<file path="config.mk">
export PLATFORM = sky130hd
export DESIGN_NAME = inst_fetch_buffer
export DESIGN_NICKNAME = d
export VERILOG_FILES = /design/src/rtl/inst_fetch_buffer_pkg.sv /design/src/rtl/ifb_fifo.sv /design/src/rtl/inst_fetch_buffer.sv
export SDC_FILE = /design/constraint.sdc
export NUM_CORES = 1
export LEC_CHECK = 0
export ABC_AREA = 1
export ABC_CLOCK_PERIOD_IN_PS = 15600
export BUFFER_PORTS_ARGS = -buffer_cell sky130_fd_sc_hd__buf_2
export CAP_MARGIN = 25
export CORE_UTILIZATION = 64
export DETAILED_ROUTE_END_ITERATION = 16
export GPL_ROUTABILITY_DRIVEN = 0
export PLACE_DENSITY = 0.94
export SLEW_MARGIN = 20
export SYNTH_ARGS = -nofsm -noshare
export SYNTH_HDL_FRONTEND = slang
export SYNTH_HIERARCHICAL = 1
export SYNTH_SLANG_ARGS = --single-unit
</file>
<file path="constraint.sdc">
create_clock -name clk -period 15.6 [get_ports clk]
set_clock_uncertainty 0.15 [all_clocks]
set_input_delay 0.78 -clock clk [delete_from_list [all_inputs] [get_ports clk]]
set_output_delay 0.78 -clock clk [all_outputs]
set_load 0.05 [all_outputs]
</file>
<file path="src/rtl/inst_fetch_buffer_pkg.sv">
// -----------------------------------------------------------------------------
// inst_fetch_buffer_pkg
//   Shared constants for the instruction fetch buffer: machine word width,
//   instruction width, default queue depth and the sequential PC step.
//   Imported by ifb_fifo and inst_fetch_buffer.
// -----------------------------------------------------------------------------
package inst_fetch_buffer_pkg;

  // Machine word (address / PC) width.
  localparam int WORD      = 64;
  // Instruction width.
  localparam int INST_SIZE = 32;
  // Default number of queued instructions.
  localparam int IFB_DEPTH = 4;
  // Byte distance between consecutive sequential fetches.
  localparam int PC_STEP   = 4;

endpackage : inst_fetch_buffer_pkg

</file>
<file path="src/rtl/ifb_fifo.sv">
// -----------------------------------------------------------------------------
// ifb_fifo
//   Synchronous first-word-fall-through FIFO with flush. The head entry is
//   visible on o_rdata whenever o_valid is high; a pop advances it.
//   Flush empties the queue and wins over push and pop in the same cycle.
//
// Ports
//   clk      in   clock
//   rst_n    in   asynchronous active-low reset (control state only)
//   i_flush  in   empty the FIFO on the next edge
//   i_push   in   write i_wdata (caller guarantees the FIFO is not full)
//   i_wdata  in   W-bit entry to write
//   i_pop    in   consume the head entry (ignored when empty)
//   o_rdata  out  head entry
//   o_valid  out  FIFO holds at least one entry
//   o_count  out  occupancy, 0..DEPTH
// -----------------------------------------------------------------------------
module ifb_fifo
  import inst_fetch_buffer_pkg::*;
#(
  parameter int DEPTH = IFB_DEPTH,
  parameter int W     = WORD + INST_SIZE
) (
  input  logic                         clk,
  input  logic                         rst_n,
  input  logic                         i_flush,
  input  logic                         i_push,
  input  logic [W-1:0]                 i_wdata,
  input  logic                         i_pop,
  output logic [W-1:0]                 o_rdata,
  output logic                         o_valid,
  output logic [$clog2(DEPTH+1)-1:0]   o_count
);

  localparam int PW = $clog2(DEPTH);
  localparam int CW = $clog2(DEPTH+1);

  logic [W-1:0]  r_mem [DEPTH];
  logic [PW-1:0] r_rd;
  logic [PW-1:0] r_wr;
  logic [CW-1:0] r_count;

  logic          w_push;
  logic          w_pop;

  assign w_push = i_push & ~i_flush;
  assign w_pop  = i_pop & (r_count != '0) & ~i_flush;

  // Pointers wrap naturally because DEPTH is a power of two.
  always_ff @(posedge clk or negedge rst_n) begin
    if (!rst_n) begin
      r_rd    <= '0;
      r_wr    <= '0;
      r_count <= '0;
    end else if (i_flush) begin
      r_rd    <= '0;
      r_wr    <= '0;
      r_count <= '0;
    end else begin
      if (w_push) r_wr <= r_wr + PW'(1);
      if (w_pop)  r_rd <= r_rd + PW'(1);
      case ({w_push, w_pop})
        2'b10:   r_count <= r_count + CW'(1);
        2'b01:   r_count <= r_count - CW'(1);
        default: r_count <= r_count;
      endcase
    end
  end

  // Storage carries no reset; validity is tracked by r_count alone.
  always_ff @(posedge clk) begin
    if (w_push) r_mem[r_wr] <= i_wdata;
  end

  assign o_rdata = r_mem[r_rd];
  assign o_valid = (r_count != '0);
  assign o_count = r_count;

endmodule : ifb_fifo

</file>
<file path="src/rtl/inst_fetch_buffer.sv">
// -----------------------------------------------------------------------------
// inst_fetch_buffer
//   Decoupled fetch stage between a variable-latency instruction memory
//   (one outstanding req/ack transaction) and the decode stage (valid/ready).
//   Sequential fetch addresses come from the fetch PC (fpc); returned words are
//   queued with their PC in ifb_fifo. A redirect flushes the queue and restarts
//   fetching at redirect_pc (word aligned). A request already on the memory
//   port when a redirect arrives is held stable until acked and then dropped.
//
//   A request is only issued while the queue has a free slot, so a push never
//   targets a full FIFO.
//
//   Build option: define IFB_BYPASS_EN to forward an ack straight to the
//   decode side when the queue is empty (zero-latency). Without it, no
//   combinational path exists from imem_* to inst_*.
//
// Ports
//   clk          in   clock
//   rst_n        in   asynchronous active-low reset
//   redirect     in   flush and restart fetch at redirect_pc
//   redirect_pc  in   new fetch PC (low two bits ignored)
//   imem_req     out  instruction memory request
//   imem_addr    out  request address
//   imem_ack     in   imem_inst valid; completes the request
//   imem_inst    in   returned instruction
//   inst_valid   out  head entry valid
//   inst         out  head instruction (holds while inst_valid is low)
//   inst_pc      out  PC of head instruction (holds while inst_valid is low)
//   inst_ready   in   decode consumes the head entry
//   count        out  FIFO occupancy
// -----------------------------------------------------------------------------
module inst_fetch_buffer
  import inst_fetch_buffer_pkg::*;
#(
  parameter int            DEPTH    = IFB_DEPTH,
  parameter int            AW       = WORD,
  parameter int            IW       = INST_SIZE,
  parameter logic [AW-1:0] RESET_PC = '0
) (
  input  logic                       clk,
  input  logic                       rst_n,
  input  logic                       redirect,
  input  logic [AW-1:0]              redirect_pc,
  output logic                       imem_req,
  output logic [AW-1:0]              imem_addr,
  input  logic                       imem_ack,
  input  logic [IW-1:0]              imem_inst,
  output logic                       inst_valid,
  output logic [IW-1:0]              inst,
  output logic [AW-1:0]              inst_pc,
  input  logic                       inst_ready,
  output logic [$clog2(DEPTH+1)-1:0] count
);

  localparam int            CW      = $clog2(DEPTH+1);
  localparam logic [CW-1:0] DEPTH_C = CW'(DEPTH);
  localparam logic [AW-1:0] PC_INC  = AW'(PC_STEP);
  localparam logic [AW-1:0] PC_MASK = ~AW'(3);

  typedef enum logic [1:0] {
    S_IDLE = 2'd0,
    S_REQ  = 2'd1,
    S_DROP = 2'd2
  } state_t;

  state_t        r_state;
  state_t        w_state_nxt;
  logic [AW-1:0] r_fpc;
  logic [AW-1:0] w_fpc_nxt;
  logic [AW-1:0] r_addr;
  logic [AW-1:0] w_addr_nxt;
  logic [IW-1:0] r_hold_inst;
  logic [AW-1:0] r_hold_pc;

  logic [AW-1:0] w_redirect_pc;
  logic          w_accept;
  logic          w_bypass;
  logic          w_push;
  logic          w_pop;

  logic              w_fifo_valid;
  logic [AW+IW-1:0]  w_fifo_rdata;
  logic [IW-1:0]     w_fifo_inst;
  logic [AW-1:0]     w_fifo_pc;
  logic [CW-1:0]     w_count;

  assign w_redirect_pc = redirect_pc & PC_MASK;

  // An ack that actually delivers an instruction: live request, no redirect.
  assign w_accept = (r_state == S_REQ) & imem_ack & ~redirect;

`ifdef IFB_BYPASS_EN
  // Empty queue: hand the acked word straight to decode this cycle.
  assign w_bypass = w_accept & (w_count == '0);
`else
  assign w_bypass = 1'b0;
`endif

  // A bypassed word consumed in the same cycle never enters the queue.
  assign w_push = w_accept & ~(w_bypass & inst_ready);
  assign w_pop  = w_fifo_valid & inst_ready;

  // --------------------------------------------------------------------------
  // Fetch FSM: next state, fetch PC and request address
  // --------------------------------------------------------------------------
  always_comb begin
    w_state_nxt = r_state;
    w_fpc_nxt   = r_fpc;
    w_addr_nxt  = r_addr;

    case (r_state)
      S_IDLE: begin
        // The push of the previous transaction is already reflected in
        // w_count here, so occupancy alone guarantees a free slot.
        if (!redirect && (w_count < DEPTH_C)) begin
          w_state_nxt = S_REQ;
          w_addr_nxt  = r_fpc;
        end
      end
      S_REQ: begin
        if (imem_ack) begin
          w_state_nxt = S_IDLE;
          if (!redirect) w_fpc_nxt = r_fpc + PC_INC;
        end else if (redirect) begin
          // Memory needs a stable request; wait out the stale ack.
          w_state_nxt = S_DROP;
        end
      end
      S_DROP: begin
        if (imem_ack) w_state_nxt = S_IDLE;
      end
      default: begin
        w_state_nxt = S_IDLE;
      end
    endcase

    // A redirect in any state retargets the fetch PC.
    if (redirect) w_fpc_nxt = w_redirect_pc;
  end

  always_ff @(posedge clk or negedge rst_n) begin
    if (!rst_n) begin
      r_state <= S_IDLE;
      r_fpc   <= RESET_PC;
      r_addr  <= RESET_PC;
    end else begin
      r_state <= w_state_nxt;
      r_fpc   <= w_fpc_nxt;
      r_addr  <= w_addr_nxt;
    end
  end

  assign imem_req  = (r_state == S_REQ) | (r_state == S_DROP);
  assign imem_addr = r_addr;

  // --------------------------------------------------------------------------
  // Instruction queue
  // --------------------------------------------------------------------------
  ifb_fifo #(
    .DEPTH (DEPTH),
    .W     (AW + IW)
  ) u_fifo (
    .clk     (clk),
    .rst_n   (rst_n),
    .i_flush (redirect),
    .i_push  (w_push),
    .i_wdata ({imem_inst, r_fpc}),
    .i_pop   (w_pop),
    .o_rdata (w_fifo_rdata),
    .o_valid (w_fifo_valid),
    .o_count (w_count)
  );

  assign w_fifo_inst = w_fifo_rdata[AW+IW-1:AW];
  assign w_fifo_pc   = w_fifo_rdata[AW-1:0];
  assign count       = w_count;

  // --------------------------------------------------------------------------
  // Decode-side outputs; the last presented entry is held while idle
  // --------------------------------------------------------------------------
  always_comb begin
    inst_valid = w_fifo_valid | w_bypass;
    inst       = r_hold_inst;
    inst_pc    = r_hold_pc;
    if (w_fifo_valid) begin
      inst    = w_fifo_inst;
      inst_pc = w_fifo_pc;
    end else if (w_bypass) begin
      inst    = imem_inst;
      inst_pc = r_fpc;
    end
  end

  always_ff @(posedge clk or negedge rst_n) begin
    if (!rst_n) begin
      r_hold_inst <= '0;
      r_hold_pc   <= '0;
    end else if (inst_valid) begin
      r_hold_inst <= inst;
      r_hold_pc   <= inst_pc;
    end
  end

endmodule : inst_fetch_buffer

</file>
==> results.md <==
- Initial antenna violation count: 3
- Worst vdd ir: between 0.15 and 0.2 mV
- Synth Instances: between 2000 and 2500
- Root buffer cell: clkbuf_16
- Leakage: ~12 nW
- Post-synth top flop: edfxtp_1
- Worst Path Max Fanout: between 80 and 90
- Syn. warnings: 6
- Status: finished, final reports clean
- Post-synth EDFFs: about 380
- CTS clk-pin slew, worst paths: roughly 0.060 ns
- First-pass GRT wire length: ~100000 um
- DRT iter0 DRCs: 2387
- Fmax: 187.9 MHz
- Worst reg2reg path depth: 5
- Fin crit share: 34.12%
- Multi-input gate area: around 8200 sq um
- Kind of critical path: flip-flop to primary output
- CTS Sinks: approximately 600
- First drt pass iteration count: 6
- Routed WL: slightly below 70000 um
- Worst EP arrival: 4.39 ns
- CP required: roughly 15 ns
- CTS buffer count: 59
- Sequential fraction of the synthesis area: 65.26%
- Post-route DRC: 0
- Via count: 19520
- Setup_tns: 0 ns
- Share of cells above drive strength 1: between 20% and 30%
- RSZ-0062 raised after global routing: false
- Die width: around 210 um
- Max-cap violations: 0
- CP startpoint kind: flip-flop
- CTS H-tree depth: 2
- Slew Limit Headroom: about a third
- Most frequent cells in the layout: edfxtp_1, nand2_1, nor2_1
- FFs w/ async S/R, synth: around 37%
- RR Startpoint: u_fifo/o_count[2]
- Final setup viols: 0
- Pin count of the biggest net entering global routing: 120
- Cts repair resizes: 0
- Total grt overflow: 0
- Reg-to-reg slack, setup: about 12 ns
- IO buf count: about 260
- Syn_area_per_cell: about 11 sq um
- Clk buf depth: 3
- Yosys cell types: 43
- Filler Cell Count: 2500
- CTS Hold Bufs: 0
- Vias in the first global route: ~19000
- Initial Utilization: about two thirds
- Tot GR Track Use: around a third
- Pins Over Slew Limit: 0
- CP Capture Type: primary output
- Vias per cell: approximately 6.2
- Reg2Reg Capture Point: r_hold_pc[33]
- Final ANT Viol Nets: 0
- Postcts setup bufs: 0
- Site Rows: 74
- Dpl hpwl: between 40000 and 50000 um
- Power Density: around 180 nW/um^2
- Flip-flop and latch area: between 15000 and 20000 sq um
- Worst hold path type: primary input to async pin
- Worst-Skew Late Latency: ~0.64 ns
- Synthesized flop and latch total: between 600 and 700
- Die Ht: slightly above 200 um
- Area grow syn2layout: 14.20%
- Commonest non-fill, non-tap cell in the layout: edfxtp_1
- Worst Tran Pin Value: a little over 1 ns
- WL/cell: 22.07 um
- Final hold viol count: 0
- Final net count: about 2700
- Minimum clock period: between 5 and 6 ns
- IO Pins: 266
- Post-Synthesis Cell Area: roughly 26000 sq um
- Core area: between 40000 and 50000 sq um
- Layout Utilization: between 70% and 80%
- Dpl cells: slightly above 3000
- Finished Layout Cells: roughly 3100
- Die area: 42140 sq um
- CTS tree: built
==> state kept, by name (all words and copies together) (netlist names) <==
| name | count |
|---|---|
| u_fifo/r_mem | 384 |
| r_hold_pc | 64 |
| imem_addr | 62 |
| r_fpc | 62 |
| r_hold_inst | 32 |
| u_fifo/o_count | 3 |
| r_state | 2 |
| u_fifo/r_rd | 2 |
| u_fifo/r_wr | 2 |
==> layout make-up <==
| type | instances | share of cell area (%) |
|---|---|---|
| antenna | 1 | 0.008285 |
| clock inverter | 35 | 1.027 |
| timing repair buffer | 284 | 5.393 |
| multi-input combinational | 1471 | 27.22 |
| inverter | 130 | 1.632 |
| tap | 532 | 2.204 |
| sequential | 613 | 57.16 |
| clock buffer | 77 | 5.348 |
==> kinds of logic (layout without fill, tap and decap cells) <==
kind of cell               after synthesis  in the layout  synth area share, %
other                                    1             11              0.01418
xor gates and xnor gates                21             21               0.6954
adders and majority gates               10             10               0.5015
DFF                                    613            613                65.26
AOI/OAI and AO/OA                      427            427                8.889
buffers and inverters                  247            526                3.955
and+or+nand+nor                        806            806                12.29
muxes                                  197            197                8.387
==> Yosys cell counts, types with 2 or more instances <==
cell type | instances | share of area (%)
o211ai_1 | 13 | 0.37
clkinv_1 | 2 | 0.028
edfxtp_1 | 384 | 44
nand3_2 | 2 | 0.076
nand2_2 | 3 | 0.071
o21ai_0 | 227 | 4.3
a32oi_1 | 2 | 0.066
o221ai_1 | 7 | 0.23
buf_4 | 6 | 0.17
mux2_2 | 197 | 8.4
nor3_1 | 6 | 0.11
nand2_1 | 375 | 5.3
o22ai_1 | 96 | 2.3
inv_2 | 4 | 0.057
clkbuf_1 | 52 | 0.74
buf_6 | 4 | 0.17
ha_1 | 9 | 0.43
inv_1 | 123 | 1.7
dfrtp_1 | 229 | 22
nand3_1 | 71 | 1.3
buf_1 | 4 | 0.057
nor2_2 | 8 | 0.19
nand4_1 | 12 | 0.28
o21ai_1 | 68 | 1.3
nor2_4 | 3 | 0.13
a21oi_1 | 3 | 0.057
buf_2 | 50 | 0.95
o21bai_1 | 8 | 0.23
nand3b_1 | 2 | 0.057
xor2_1 | 19 | 0.63
xnor2_1 | 2 | 0.066
nor2_1 | 320 | 4.5
==> critical path: stages (launching register included) <==
cell and delay (ns):
dfrtp_1 0.62, inv_1 0.15, nand2_4 0.57, buf_4 0.75, buf_4 0.91, mux2_2 0.47, buf_2 0.23
==> routing by layer <==
layer / GRT usage, % / up-vias / share of wire, %
met5: 0.4762 / - / 0.046
met4: 18.47 / 6 / 5.4
met3: 7.254 / 293 / 11
met2: 52.85 / 1304 / 47
met1: 42.21 / 9332 / 37
li1: - / 8587 / -
==> stage by stage <==
step                hold slack [ns]  worst slack [ns]  cell area (sq um)  total power [mW]
finish                     0.004684             10.28              30210             5.478
global route                0.07512             10.12              30200             5.669
CTS                         0.02538             10.31              30090             5.469
detailed placement           0.3233             11.01              28170             4.053
global placement             0.3146             11.17              28080             3.975
floorplan                    0.3267             9.173              26480             3.589
==> worst max-delay path by stage <==
stage	start	end	slack [ns]
2_1_floorplan	redirect	u_fifo/r_mem[0][0]	9.17
6_report	u_fifo/o_count[2]	inst_pc[24]	10.28
4_1_cts	u_fifo/o_count[2]	inst_pc[23]	10.31
3_3_place_gp	u_fifo/o_count[2]	inst_pc[24]	11.17
3_5_place_dp	u_fifo/o_count[2]	inst_pc[23]	11.01
5_1_grt	u_fifo/o_count[2]	inst_pc[36]	10.12
==> power by group <==
part           internal, mW  switching, mW
sequential             2.03          0.237
combinational         0.512           1.29
clock                 0.799          0.611
total                  3.34           2.14
Power figures use the tool's default switching activity.
